<file path="src/rtl/load_store_unit.sv">
// Single-outstanding load/store unit between a core request/response port and a
// word-wide synchronous memory with a fixed read latency of RD_LAT cycles.
module load_store_unit #(
    parameter int RD_LAT = 1
) (
    input  logic        aclk,
    input  logic        aresetn,
    input  logic        req_valid,
    output logic        req_ready,
    input  logic        req_we,
    input  logic [1:0]  req_size,
    input  logic        req_unsigned,
    input  logic [31:0] req_addr,
    input  logic [31:0] req_wdata,
    output logic        rsp_valid,
    input  logic        rsp_ready,
    output logic [31:0] rsp_rdata,
    output logic        rsp_err,
    output logic [29:0] mem_addr,
    output logic        mem_en,
    output logic [3:0]  mem_we,
    output logic [31:0] mem_wdata,
    input  logic [31:0] mem_rdata
);

    typedef enum logic [1:0] {IDLE, ACCESS, WAIT, RESP} state_t;

    localparam logic [2:0] RD_LAT_C = 3'(RD_LAT);

    state_t      state_q, state_d;
    logic [31:0] addr_q, addr_d;
    logic [31:0] wdata_q, wdata_d;
    logic [31:0] rdata_q, rdata_d;
    logic [1:0]  size_q, size_d;
    logic        we_q, we_d;
    logic        uns_q, uns_d;
    logic        err_q, err_d;
    logic [2:0]  cnt_q, cnt_d;

    logic        misaligned;
    logic [7:0]  ld_byte;
    logic [15:0] ld_half;
    logic [31:0] load_ext;

    always_comb begin
        unique case (req_size)
            2'b00:   misaligned = 1'b0;
            2'b01:   misaligned = req_addr[0];
            2'b10:   misaligned = |req_addr[1:0];
            default: misaligned = 1'b1;
        endcase
    end

    // Lane select and extension of the returned word, using the captured request.
    always_comb begin
        unique case (addr_q[1:0])
            2'd0:    ld_byte = mem_rdata[7:0];
            2'd1:    ld_byte = mem_rdata[15:8];
            2'd2:    ld_byte = mem_rdata[23:16];
            default: ld_byte = mem_rdata[31:24];
        endcase
        ld_half = addr_q[1] ? mem_rdata[31:16] : mem_rdata[15:0];
        unique case (size_q)
            2'b00:   load_ext = uns_q ? {24'h0, ld_byte} : {{24{ld_byte[7]}}, ld_byte};
            2'b01:   load_ext = uns_q ? {16'h0, ld_half} : {{16{ld_half[15]}}, ld_half};
            default: load_ext = mem_rdata;
        endcase
    end

    always_comb begin
        state_d = state_q;
        addr_d  = addr_q;
        wdata_d = wdata_q;
        rdata_d = rdata_q;
        size_d  = size_q;
        we_d    = we_q;
        uns_d   = uns_q;
        err_d   = err_q;
        cnt_d   = cnt_q;
        unique case (state_q)
            IDLE: begin
                if (req_valid) begin
                    addr_d  = req_addr;
                    wdata_d = req_wdata;
                    size_d  = req_size;
                    we_d    = req_we;
                    uns_d   = req_unsigned;
                    rdata_d = 32'h0;
                    err_d   = misaligned;
                    cnt_d   = 3'd0;
                    state_d = misaligned ? RESP : ACCESS;
                end
            end
            ACCESS: begin
                if (we_q) begin
                    state_d = RESP;
                end else begin
                    cnt_d   = 3'd1;
                    state_d = WAIT;
                end
            end
            WAIT: begin
                // cnt_q counts cycles since ACCESS; data is valid when it reaches RD_LAT.
                if (cnt_q == RD_LAT_C) begin
                    rdata_d = load_ext;
                    state_d = RESP;
                end else begin
                    cnt_d = cnt_q + 3'd1;
                end
            end
            default: begin
                if (rsp_ready) begin
                    rdata_d = 32'h0;
                    err_d   = 1'b0;
                    state_d = IDLE;
                end
            end
        endcase
    end

    always_ff @(posedge aclk or negedge aresetn) begin
        if (!aresetn) begin
            state_q <= IDLE;
            addr_q  <= 32'h0;
            wdata_q <= 32'h0;
            rdata_q <= 32'h0;
            size_q  <= 2'b00;
            we_q    <= 1'b0;
            uns_q   <= 1'b0;
            err_q   <= 1'b0;
            cnt_q   <= 3'd0;
        end else begin
            state_q <= state_d;
            addr_q  <= addr_d;
            wdata_q <= wdata_d;
            rdata_q <= rdata_d;
            size_q  <= size_d;
            we_q    <= we_d;
            uns_q   <= uns_d;
            err_q   <= err_d;
            cnt_q   <= cnt_d;
        end
    end

    assign req_ready = (state_q == IDLE);
    assign rsp_valid = (state_q == RESP);
    assign rsp_rdata = rdata_q;
    assign rsp_err   = err_q;
    assign mem_addr  = addr_q[31:2];
    assign mem_en    = (state_q == ACCESS);

    always_comb begin
        mem_we    = 4'b0000;
        mem_wdata = 32'h0;
        if (state_q == ACCESS && we_q) begin
            unique case (size_q)
                2'b00: begin
                    mem_we    = 4'b0001 << addr_q[1:0];
                    mem_wdata = {4{wdata_q[7:0]}};
                end
                2'b01: begin
                    mem_we    = 4'b0011 << {addr_q[1], 1'b0};
                    mem_wdata = {2{wdata_q[15:0]}};
                end
                default: begin
                    mem_we    = 4'b1111;
                    mem_wdata = wdata_q;
                end
            endcase
        end
    end

endmodule

</file>
<file path="config.mk">
export PLATFORM = sky130hd
export DESIGN_NAME = load_store_unit
export DESIGN_NICKNAME = d
export VERILOG_FILES = /design/src/rtl/load_store_unit.sv
export SDC_FILE = /design/constraint.sdc
export NUM_CORES = 1
export LEC_CHECK = 0
export BUFFER_PORTS_ARGS = -buffer_cell sky130_fd_sc_hd__buf_2
export CELL_PAD_IN_SITES_DETAIL_PLACEMENT = 0
export CELL_PAD_IN_SITES_GLOBAL_PLACEMENT = 1
export CORE_UTILIZATION = 40
export CTS_CLUSTER_DIAMETER = 80
export DETAILED_ROUTE_END_ITERATION = 10
export PLACE_DENSITY_LB_ADDON = 0.12
export SLEW_MARGIN = 30
export SYNTH_ARGS = -nofsm -noshare
export SYNTH_HDL_FRONTEND = slang
export SYNTH_SLANG_ARGS = --single-unit
</file>
<file path="constraint.sdc">
create_clock -name aclk -period 3.6 [get_ports aclk]
set_input_delay 0.72 -clock aclk [delete_from_list [all_inputs] [get_ports aclk]]
set_output_delay 0.72 -clock aclk [all_outputs]
set_load 0.02 [all_outputs]
</file>
==> results_dict.tcl <==
set metrics [dict create \
    run_status "completed" \
    gp_congestion 0.8645 \
    p_leak_nw 3.329 \
    start_kind "flop" \
    antenna_found_initial 1 \
    cts.sinks 106 \
    synth-xor-area-share_pct 0 \
    reg2reg_from "state_q[0]" \
    drive_above_1_share_pct 45.43 \
    min_path_type "input pin to asynchronous set/reset pin" \
    synth_ff_type "dfrtp_1" \
    remaining_drc_errors 0 \
    synth_edf_count 0 \
    ios 206 \
    start_util_pct 41.74 \
    hold_buffers 0 \
    vias 4357 \
    synth.distinct_cells 42 \
    rsz0062_at_grt "false" \
    synth-compound-area-share_pct 13.23 \
    pwr-share-comb_pct 48.5 \
    synthTopCellsByArea "dfrtp_1 50%, mux2_2 14%, mux2i_1 4.7%" \
    dpl.hpwl_mm 10.78 \
    p_int_mw 3.388 \
    diodes 0 \
    finalHoldViolCount 0 \
    grt_max_degree 69 \
    crit_path_max_fanout 18 \
    fin_crit_sh_pct 81.64 \
    post-cts-setup-buffers 0 \
    yosys.area.top_type "dfrtp_1" \
    cp.arrival_ns 2.22 \
    cts-resized-gates 0 \
    synth.avg_cell_area_um2 10.66 \
    cts-root-buf "clkbuf_16" \
    syn_to_final_growth_pct 23.14 \
    grt_pass1_wl_mm 23.07 \
    cp-end-kind "primary output" \
    htree_num_levels 3 \
    dieArea_mm2 0.01385 \
    maxCapViolCount 0 \
    powerDensity_mw_per_mm2 908.9 \
    rr_worst_depth 6 \
    die_w_um 117.7 \
    slew_violations 0 \
    synthSimpleGateAreaFrac_pct 9.163 \
    yosysSeqAreaShare_pct 49.56 \
    num-nets-final 772 \
    synth_adder_area_share_pct 1.403 \
    synth_top_family_by_area "multiplexers" \
    cts_tree "yes" \
    drtPass1Iterations 5 \
    synth_mux_area_share_pct 18.98 \
    synth-seq-cells 106 \
    fin_worst_skew_ns 0.006672 \
    wire_per_inst_um 17.22 \
    async_flop_share_pct 100.0 \
    fp.coreArea_mm2 0.01282 \
    path_clk_slew_ns 0.07 \
    syn-instance-count 502 \
    die_h_um 117.7 \
    grt_overflow 0 \
    p_total_mw 5.991 \
    ir_drop_mv 0.4173 \
    fmax_mhz 340.2 \
    io_buffers 205 \
    r2r_end "rsp_rdata[29]" \
    ant_nets 0 \
    vias_per_cell 5.193 \
    rows 41 \
    finalWirelength_mm 14.45 \
    path_class "flop to primary output" \
    p_switching_mw 2.603 \
    switching_share_pct 43.45 \
    setup-violations-final 0 \
    max-clock-path-buffers 2 \
    cp_data_required_time_ns 2.88 \
    fillerInstances 1247 \
    synthesis.nets 612 \
    syn_area_mm2 0.005353 \
    rrSetupSlack_ns 1.02 \
    post-route-util_pct 51.40 \
    timing.slew.headroom_pct 38.13 \
    grt_pass1_vias 4381 \
    cts_buffers 9 \
    p_seq_share_pct 35.5 \
    clock_latency_ns 0.35 \
    setup_slack_ns 0.6608 \
    fin_tns_setup_ns 0 \
    yosys.area.top_type_share_pct 49.56 \
    pre_cts_ws_ns 1.047 \
    yosysMostFrequentCell "dfrtp_1" \
    drt_iter0_markers 185 \
    worst_pin_slew_ns 0.9281 \
    fin_crit_ns 2.939 \
    synth_common_cells "106 x dfrtp_1, 68 x mux2_2, 41 x o21ai_0" \
    ys_warn_count 0 \
    p_clk_share_pct 16.0 \
    grt_usage_pct 21.16 \
]
==> sequential cells by signal, summed over array words and instances, names as in the netlist <==
register / cells
addr_q: 32
rsp_rdata: 32
wdata_q: 32
cnt_q: 3
size_q: 2
state_q: 2
rsp_err: 1
uns_q: 1
we_q: 1
==> layout make-up <==
cell class                      count  area [µm²]  share of cell area (%)
Multi-Input combinational cell    324        2307                   35.00
Tap cell                          172       215.2                   3.265
Clock inverter                      6       56.30                  0.8542
Timing Repair Buffer              213        1101                   16.70
Clock buffer                       10       229.0                   3.474
Inverter                            8       30.03                  0.4556
Sequential cell                   106        2653                   40.24
==> kinds of logic after synthesis <==
logic type,count (synthesis)
AO/OA/AOI/OAI,119
AND/OR/NAND/NOR,106
flip-flops,106
multiplexers,93
buffers and inverters,72
adder cells (fa/ha/maj),6
==> placed cells by master, fill, tap and decap left out, drive strengths merged, types with 2 or more instances in the layout <==
cell / n
a211oi: 2
a21oi: 29
a221oi: 8
a22oi: 16
and3: 9
buf: 213
clkbuf: 10
dfrtp: 106
ha: 6
inv: 13
mux2: 68
mux2i: 25
nand2: 37
nand2b: 3
nand3b: 2
nor2: 37
nor2b: 4
nor3: 5
o21ai: 53
o22ai: 2
o31ai: 2
or3: 2
==> layer usage <==
layer  GRT usage [%]  part of all wire (%)  up-vias
met5               0                 0.055        -
met2           34.08                    48      152
met3           6.008                   7.7       22
met4           7.692                   1.8        2
li1                -                     -     2063
met1           26.99                    42     2118
==> worst max-delay path: stages (launching register included) <==
cell	delay [ns]
dfrtp_1	0.65
nor2_1	0.64
nand2_1	0.11
a21oi_1	0.25
buf_2	0.23
==> how the worst max path moves through the flow <==
stage                        startpoint             to  slack, ns  cells past startpoint
after floorplan              state_q[1]  mem_wdata[22]       1.23                      6
after global placement    mem_rdata[23]  rsp_rdata[30]       1.06                      5
after detailed placement      size_q[0]  mem_wdata[15]       1.05                      4
after CTS                     size_q[0]  mem_wdata[15]       0.66                      4
after global routing          size_q[0]  mem_wdata[15]       0.48                      4
final                         size_q[0]  mem_wdata[15]       0.66                      4
==> metrics by stage <==
| step | hold slack (ns) | cell area, µm² | instances |
|---|---|---|---|
| global placement | 0.4626 | 6302 | 823 |
| global route | 0.4629 | 6591 | 839 |
| floorplan | 0.4244 | 5353 | 502 |
| CTS | 0.4362 | 6591 | 839 |
| finish | 0.4126 | 6591 | 839 |
| detailed placement | 0.4653 | 6306 | 823 |
==> power by group through the flow <==
| stage | clock network, mW | registers (mW) | logic, mW |
|---|---|---|---|
| finish | 0.960 | 2.13 | 2.90 |
| floorplan | 0 | 2.08 | 2.29 |
| global placement | 0 | 2.13 | 2.90 |
| CTS | 0.989 | 2.13 | 2.94 |
| global route | 1.03 | 2.21 | 3.16 |
| detailed placement | 0 | 2.16 | 2.93 |
Note: power is estimated with default switching activity, not from simulation.
